**config.mk**
```make
export PLATFORM = sky130hd
export DESIGN_NAME = gnr_attractor_detector
export DESIGN_NICKNAME = d
export VERILOG_FILES = /design/src/rtl/gnr_attractor_detector.sv
export SDC_FILE = /design/constraint.sdc
export NUM_CORES = 1
export LEC_CHECK = 0
export CAP_MARGIN = 0
export CORE_AREA = 2 2 320 322
export CTS_CLUSTER_DIAMETER = 100
export DETAILED_ROUTE_END_ITERATION = 10
export DIE_AREA = 0 0 322 324
export GPL_ROUTABILITY_DRIVEN = 0
export GPL_TIMING_DRIVEN = 0
export PLACE_DENSITY = 0.43
export SLEW_MARGIN = 20
export SYNTH_ARGS = -nofsm -noshare
export SYNTH_HDL_FRONTEND = slang
export SYNTH_SLANG_ARGS = --single-unit
```
**constraint.sdc**
```tcl
create_clock -name clk -period 10.8 [get_ports clk]
set_input_delay 2.16 -clock clk [delete_from_list [all_inputs] [get_ports clk]]
set_output_delay 2.16 -clock clk [all_outputs]
set_load 0.01 [all_outputs]
```
**src/rtl/gnr_attractor_detector.sv**
```systemverilog
// Drives a gene regulatory network through load / tortoise-hare run / period measurement and reports meet step and period.
// Optional macro GNR_TIMEOUT_EN bounds both counters by MAX_STEPS and reports a timeout result.
module gnr_attractor_detector #(
    parameter int NUM_NODES = 188,
    parameter int CNT_WIDTH = 32,
    parameter int MAX_STEPS = 1048576
) (
    input  logic                 clk,
    input  logic                 rst,
    input  logic                 clear,
    input  logic                 init_valid,
    output logic                 init_ready,
    input  logic [NUM_NODES-1:0] init_state,
    output logic                 reset_nos,
    output logic [NUM_NODES-1:0] init_out,
    output logic                 start_s0,
    output logic                 start_s1,
    input  logic [NUM_NODES-1:0] s0_vec,
    input  logic [NUM_NODES-1:0] s1_vec,
    output logic                 busy,
    output logic                 out_valid,
    input  logic                 out_ready,
    output logic [CNT_WIDTH-1:0] out_meet,
    output logic [CNT_WIDTH-1:0] out_period,
    output logic                 out_timeout
);

    typedef enum logic [2:0] {
        S_IDLE,
        S_LOAD,
        S_RUN,
        S_PERIOD,
        S_REPORT
    } state_t;

    localparam logic [CNT_WIDTH-1:0] CNT_ONE = CNT_WIDTH'(1);
    localparam logic [CNT_WIDTH-1:0] CNT_TWO = CNT_WIDTH'(2);

`ifdef GNR_TIMEOUT_EN
    localparam logic [CNT_WIDTH-1:0] MAX_C = CNT_WIDTH'(MAX_STEPS);
`else
    logic [31:0] unused_max_steps;
    assign unused_max_steps = 32'(MAX_STEPS);
`endif

    state_t                 state_q, state_d;
    logic [NUM_NODES-1:0]   init_out_q, init_out_d;
    logic [CNT_WIDTH-1:0]   step_q, step_d;
    logic [CNT_WIDTH-1:0]   per_q, per_d;
    logic [CNT_WIDTH-1:0]   meet_q, meet_d;
    logic [CNT_WIDTH-1:0]   period_q, period_d;
    logic                   timeout_q, timeout_d;
    logic                   match;
    logic                   hit;
    logic                   limit;

    function automatic logic [CNT_WIDTH-1:0] sat_inc(input logic [CNT_WIDTH-1:0] v);
        return (&v) ? v : v + CNT_ONE;
    endfunction

    assign match = (s0_vec == s1_vec);

    always_comb begin
        state_d    = state_q;
        init_out_d = init_out_q;
        step_d     = step_q;
        per_d      = per_q;
        meet_d     = meet_q;
        period_d   = period_q;
        timeout_d  = timeout_q;
        init_ready = 1'b0;
        reset_nos  = 1'b0;
        start_s0   = 1'b0;
        start_s1   = 1'b0;
        hit        = 1'b0;
        limit      = 1'b0;

        case (state_q)
            S_IDLE: begin
                if (init_valid) begin
                    init_ready = 1'b1;
                    init_out_d = init_state;
                    state_d    = S_LOAD;
                end
            end
            S_LOAD: begin
                reset_nos = 1'b1;
                step_d    = '0;
                per_d     = '0;
                meet_d    = '0;
                period_d  = '0;
                timeout_d = 1'b0;
                state_d   = S_RUN;
            end
            S_RUN: begin
                // step 1 always matches (both sides at f(x)), so the meet check needs step >= 2
                hit = (step_q >= CNT_TWO) && match;
`ifdef GNR_TIMEOUT_EN
                limit = !hit && (step_q >= MAX_C);
`endif
                start_s0 = !(hit || limit);
                start_s1 = !(hit || limit);
                if (hit) begin
                    meet_d  = step_q;
                    state_d = S_PERIOD;
                end else if (limit) begin
                    meet_d    = step_q;
                    period_d  = '0;
                    timeout_d = 1'b1;
                    state_d   = S_REPORT;
                end else begin
                    step_d = sat_inc(step_q);
                end
            end
            S_PERIOD: begin
                hit = (per_q >= CNT_ONE) && match;
`ifdef GNR_TIMEOUT_EN
                limit = !hit && (per_q >= MAX_C);
`endif
                start_s1 = !(hit || limit);
                if (hit) begin
                    period_d = per_q;
                    state_d  = S_REPORT;
                end else if (limit) begin
                    period_d  = per_q;
                    timeout_d = 1'b1;
                    state_d   = S_REPORT;
                end else begin
                    per_d = sat_inc(per_q);
                end
            end
            S_REPORT: begin
                if (out_ready) begin
                    state_d = S_IDLE;
                end
            end
            default: state_d = S_IDLE;
        endcase

        // abort wins over every transition, including the IDLE accept
        if (clear) begin
            state_d    = S_IDLE;
            init_out_d = init_out_q;
            init_ready = 1'b0;
            reset_nos  = 1'b0;
            start_s0   = 1'b0;
            start_s1   = 1'b0;
        end
    end

    always_ff @(posedge clk or posedge rst) begin
        if (rst) begin
            state_q    <= S_IDLE;
            init_out_q <= '0;
            step_q     <= '0;
            per_q      <= '0;
            meet_q     <= '0;
            period_q   <= '0;
            timeout_q  <= 1'b0;
        end else begin
            state_q    <= state_d;
            init_out_q <= init_out_d;
            step_q     <= step_d;
            per_q      <= per_d;
            meet_q     <= meet_d;
            period_q   <= period_d;
            timeout_q  <= timeout_d;
        end
    end

    assign init_out    = init_out_q;
    assign busy        = (state_q != S_IDLE);
    assign out_valid   = (state_q == S_REPORT);
    assign out_meet    = meet_q;
    assign out_period  = period_q;
`ifdef GNR_TIMEOUT_EN
    assign out_timeout = timeout_q;
`else
    assign out_timeout = 1'b0;
    logic unused_timeout;
    assign unused_timeout = timeout_q;
`endif

endmodule

```
==> metrics <==
Final period util 76.9%; cell area after layout 27700 µm²; Worst Setup End Kind output pin; TritonCTS clock tree built; area grow syn2layout 71.7%; root buffer cell clkbuf_16; Post-CTS Resized 0; Worst slew margin 35.0%; DR pass1 iterations 5; top_reg_cell synth dfrtp_1; vias in the first global route 15500; Core Box Area 101000 µm²; synthesized net count 1987; Reg clk slew, reported paths 0.05 ns; Yosys warnings 0; I/O Pins 828; clock sinks 319; Iteration-0 DRC Markers 899; Hold Path Depth 1; largest net degree at the start of global routing 34; clock latency at the later pin of the worst-skew pair 0.56 ns; count of pins over their slew limit 0; worst vdd ir 0.0908 mV; type of the worst setup path in2out; starting density of the core 16.0%; Max-cap violations 0; Die Wd 322 µm; FP Rows 117; Die ar. 104000 µm²; count of input and output buffers 826; Tightest Hold Check Type reg2reg; asr flop ratio synth 100%; Layout Nets 2868; HPWL Detailed 69100 µm; die span in y 324 µm; Setup-failing EPs final 0; DRC viols 0; DR WL/cell 22.7 µm; Req. time, crit path 8.64 ns; GRT Util Overall 15.2%; Post-Synthesis Cells 1413; CTS Hold Bufs 0; Worst Setup Start Kind primary input; Setup Fix Bufs, Post-CTS 0; via count 14900; CTS max path bufs 3; worst clock skew 0.0245 ns; Period minus WS final 8.30 ns; Avg Vias per Cell 4.08; Final ANT Viol Nets 0; power density relative to cell area 146 nW/µm²; placed cell area 26300 µm²; unrepaired setup endpoints after global routing false; R2R depth 7; total gr overflow 0; post-synthesis instance area 16200 µm²; first-pass GRT wire length 115000 µm; setup_tns 0 ns; Post-Syn Area per Cell 11.4 µm²; EDFF count, synth 0; layout cells sized above 1 15.3%; CP Max Fanout 5; outcome complete, no violations; Leak 10.7 nW; Worst-Margin Slew 0.965 ns; htree depth 2; CP Data Arrival Time 6.14 ns; Max Freq 0.120 GHz; final WL 82600 µm; Num CTS Buffers 41; post-synthesis sequential area ratio 49.4%; flops & latches, synth 319; number of distinct library cells after synthesis 59; Final Hold Vio Count 0; initial antenna violation count 15
sequential cells by signal, summed over array words and instances, names as in the netlist:
name        count
out_meet       32
out_period     32
per_q          32
step_q         32
state_q         3
init_out      188
where the power goes:
| part | total (W) | internal (W) | switching [W] |
|---|---|---|---|
| Clock | 0.00141 | 0.000849 | 0.000563 |
| Sequential | 0.00149 | 0.00138 | 0.000114 |
| Combinational | 0.00115 | 0.000684 | 0.000464 |
| Total | 0.00405 | 0.00291 | 0.00114 |
critical path, cell delays in order:
cell and delay (ns):
clkdlybuf4s50_1 0.42, xor2_1 0.18, nor4_1 0.79, nand4_1 0.33, nor4_2 0.41, nand4_4 0.29, o21ai_0 0.85, a21oi_1 0.15
clkdlybuf4s50_1 0.53
stage by stage:
step	hold slack, ns	power [W]	utilization [%]	setup WS (ns)	std cells
floorplan	0.492	0.00189	-	4.39	1413
global placement	0.475	0.00265	25.8	1.67	3548
detailed placement	0.485	0.00267	26.1	2.52	3560
CTS	0.497	0.00412	27.4	2.51	3636
global route	0.516	0.00424	27.4	2.28	3637
finish	0.489	0.00405	27.5	2.50	3644
area by class of cell:
type,instances,area [µm²]
Buffer,80,435
Tap cell,1309,1640
Clock buffer,62,1250
Fill cell,10500,73300
Timing Repair Buffer,838,8520
Sequential cell,319,7980
Inverter,39,150
Multi-Input combinational cell,975,7600
Clock inverter,14,140
Antenna cell,8,20.0
per-layer routing:
layer,track usage [%],vias to the layer above,part of all wire [%]
met4,2.60,14,1.3
met5,1.39,-,0.34
met3,4.74,88,7.6
met2,23.0,486,45
li1,-,6898,-
met1,21.3,7391,45
synthesized netlist by cell type (8+ instances only):
library cell | count | area share (%)
nand2b_1 | 8 | 0.31
buf_2 | 19 | 0.59
o21a_1 | 12 | 0.56
nand3_1 | 26 | 0.81
nor2_1 | 22 | 0.51
or3_1 | 19 | 0.74
inv_1 | 39 | 0.91
dfrtp_1 | 319 | 49
and4_1 | 11 | 0.60
o31ai_1 | 31 | 1.4
nand4_1 | 65 | 2.5
nor4_1 | 45 | 1.7
o21ai_0 | 45 | 1.4
xor2_1 | 103 | 5.6
and3_1 | 15 | 0.58
nor3_1 | 14 | 0.43
clkbuf_1 | 38 | 0.88
a21oi_1 | 34 | 1.1
o211ai_1 | 32 | 1.5
a21oi_2 | 14 | 0.76
xnor2_1 | 83 | 4.5
or4_1 | 18 | 0.84
mux2i_1 | 35 | 2.2
mux2_2 | 191 | 13
nand2_1 | 82 | 1.9
o21ai_1 | 8 | 0.25
logic make-up after synthesis:
logic type	count (synthesis)	synth area share [%]
mux	227	15.6
other cells	1	0.0232
flops	319	49.4
buf+inv	119	3.59
compound gates	192	7.81
xor+xnor	186	10.1
simple gates	364	13.1
fa+ha+maj	5	0.387
final timing paths:
kind / from / end / slack, ns
max in group asynchronous: rst / out_period[6] / 7.42
min reg2reg: out_period[11] / out_period[11] / 0.49
min in group asynchronous: rst / init_out[158] / 2.00
min: out_period[11] / out_period[11] / 0.49
max reg2reg: state_q[1] / init_out[176] / 7.05
max: s1_vec[12] / start_s1 / 2.50
placed cells by master, fill, tap and decap left out, drive strengths merged, types with 5 or more instances in the layout:
| cell | netlist | final |
|---|---|---|
| o21ai | 60 | 60 |
| a21oi | 48 | 48 |
| nand2 | 83 | 83 |
| mux2 | 192 | 192 |
| xor2 | 103 | 103 |
| inv | 39 | 41 |
| nor2 | 23 | 23 |
| and2 | 8 | 8 |
| or4 | 26 | 26 |
| nand3 | 26 | 26 |
| and4 | 11 | 11 |
| ha | 5 | 5 |
| buf | 35 | 47 |
| nand2b | 8 | 8 |
| clkdlybuf4s50 | 0 | 826 |
| nor3 | 16 | 16 |
| nand4 | 67 | 67 |
| or3 | 26 | 26 |
| clkinv | 0 | 7 |
| o21a | 12 | 12 |
| and3 | 15 | 15 |
| mux2i | 35 | 35 |
| xnor2 | 83 | 83 |
| clkbuf | 45 | 107 |
| diode | 0 | 8 |
| dfrtp | 319 | 319 |
| nor4 | 48 | 48 |
| o31ai | 31 | 31 |
| o211ai | 32 | 32 |
No activity file was read; power rests on OpenSTA's default activity.
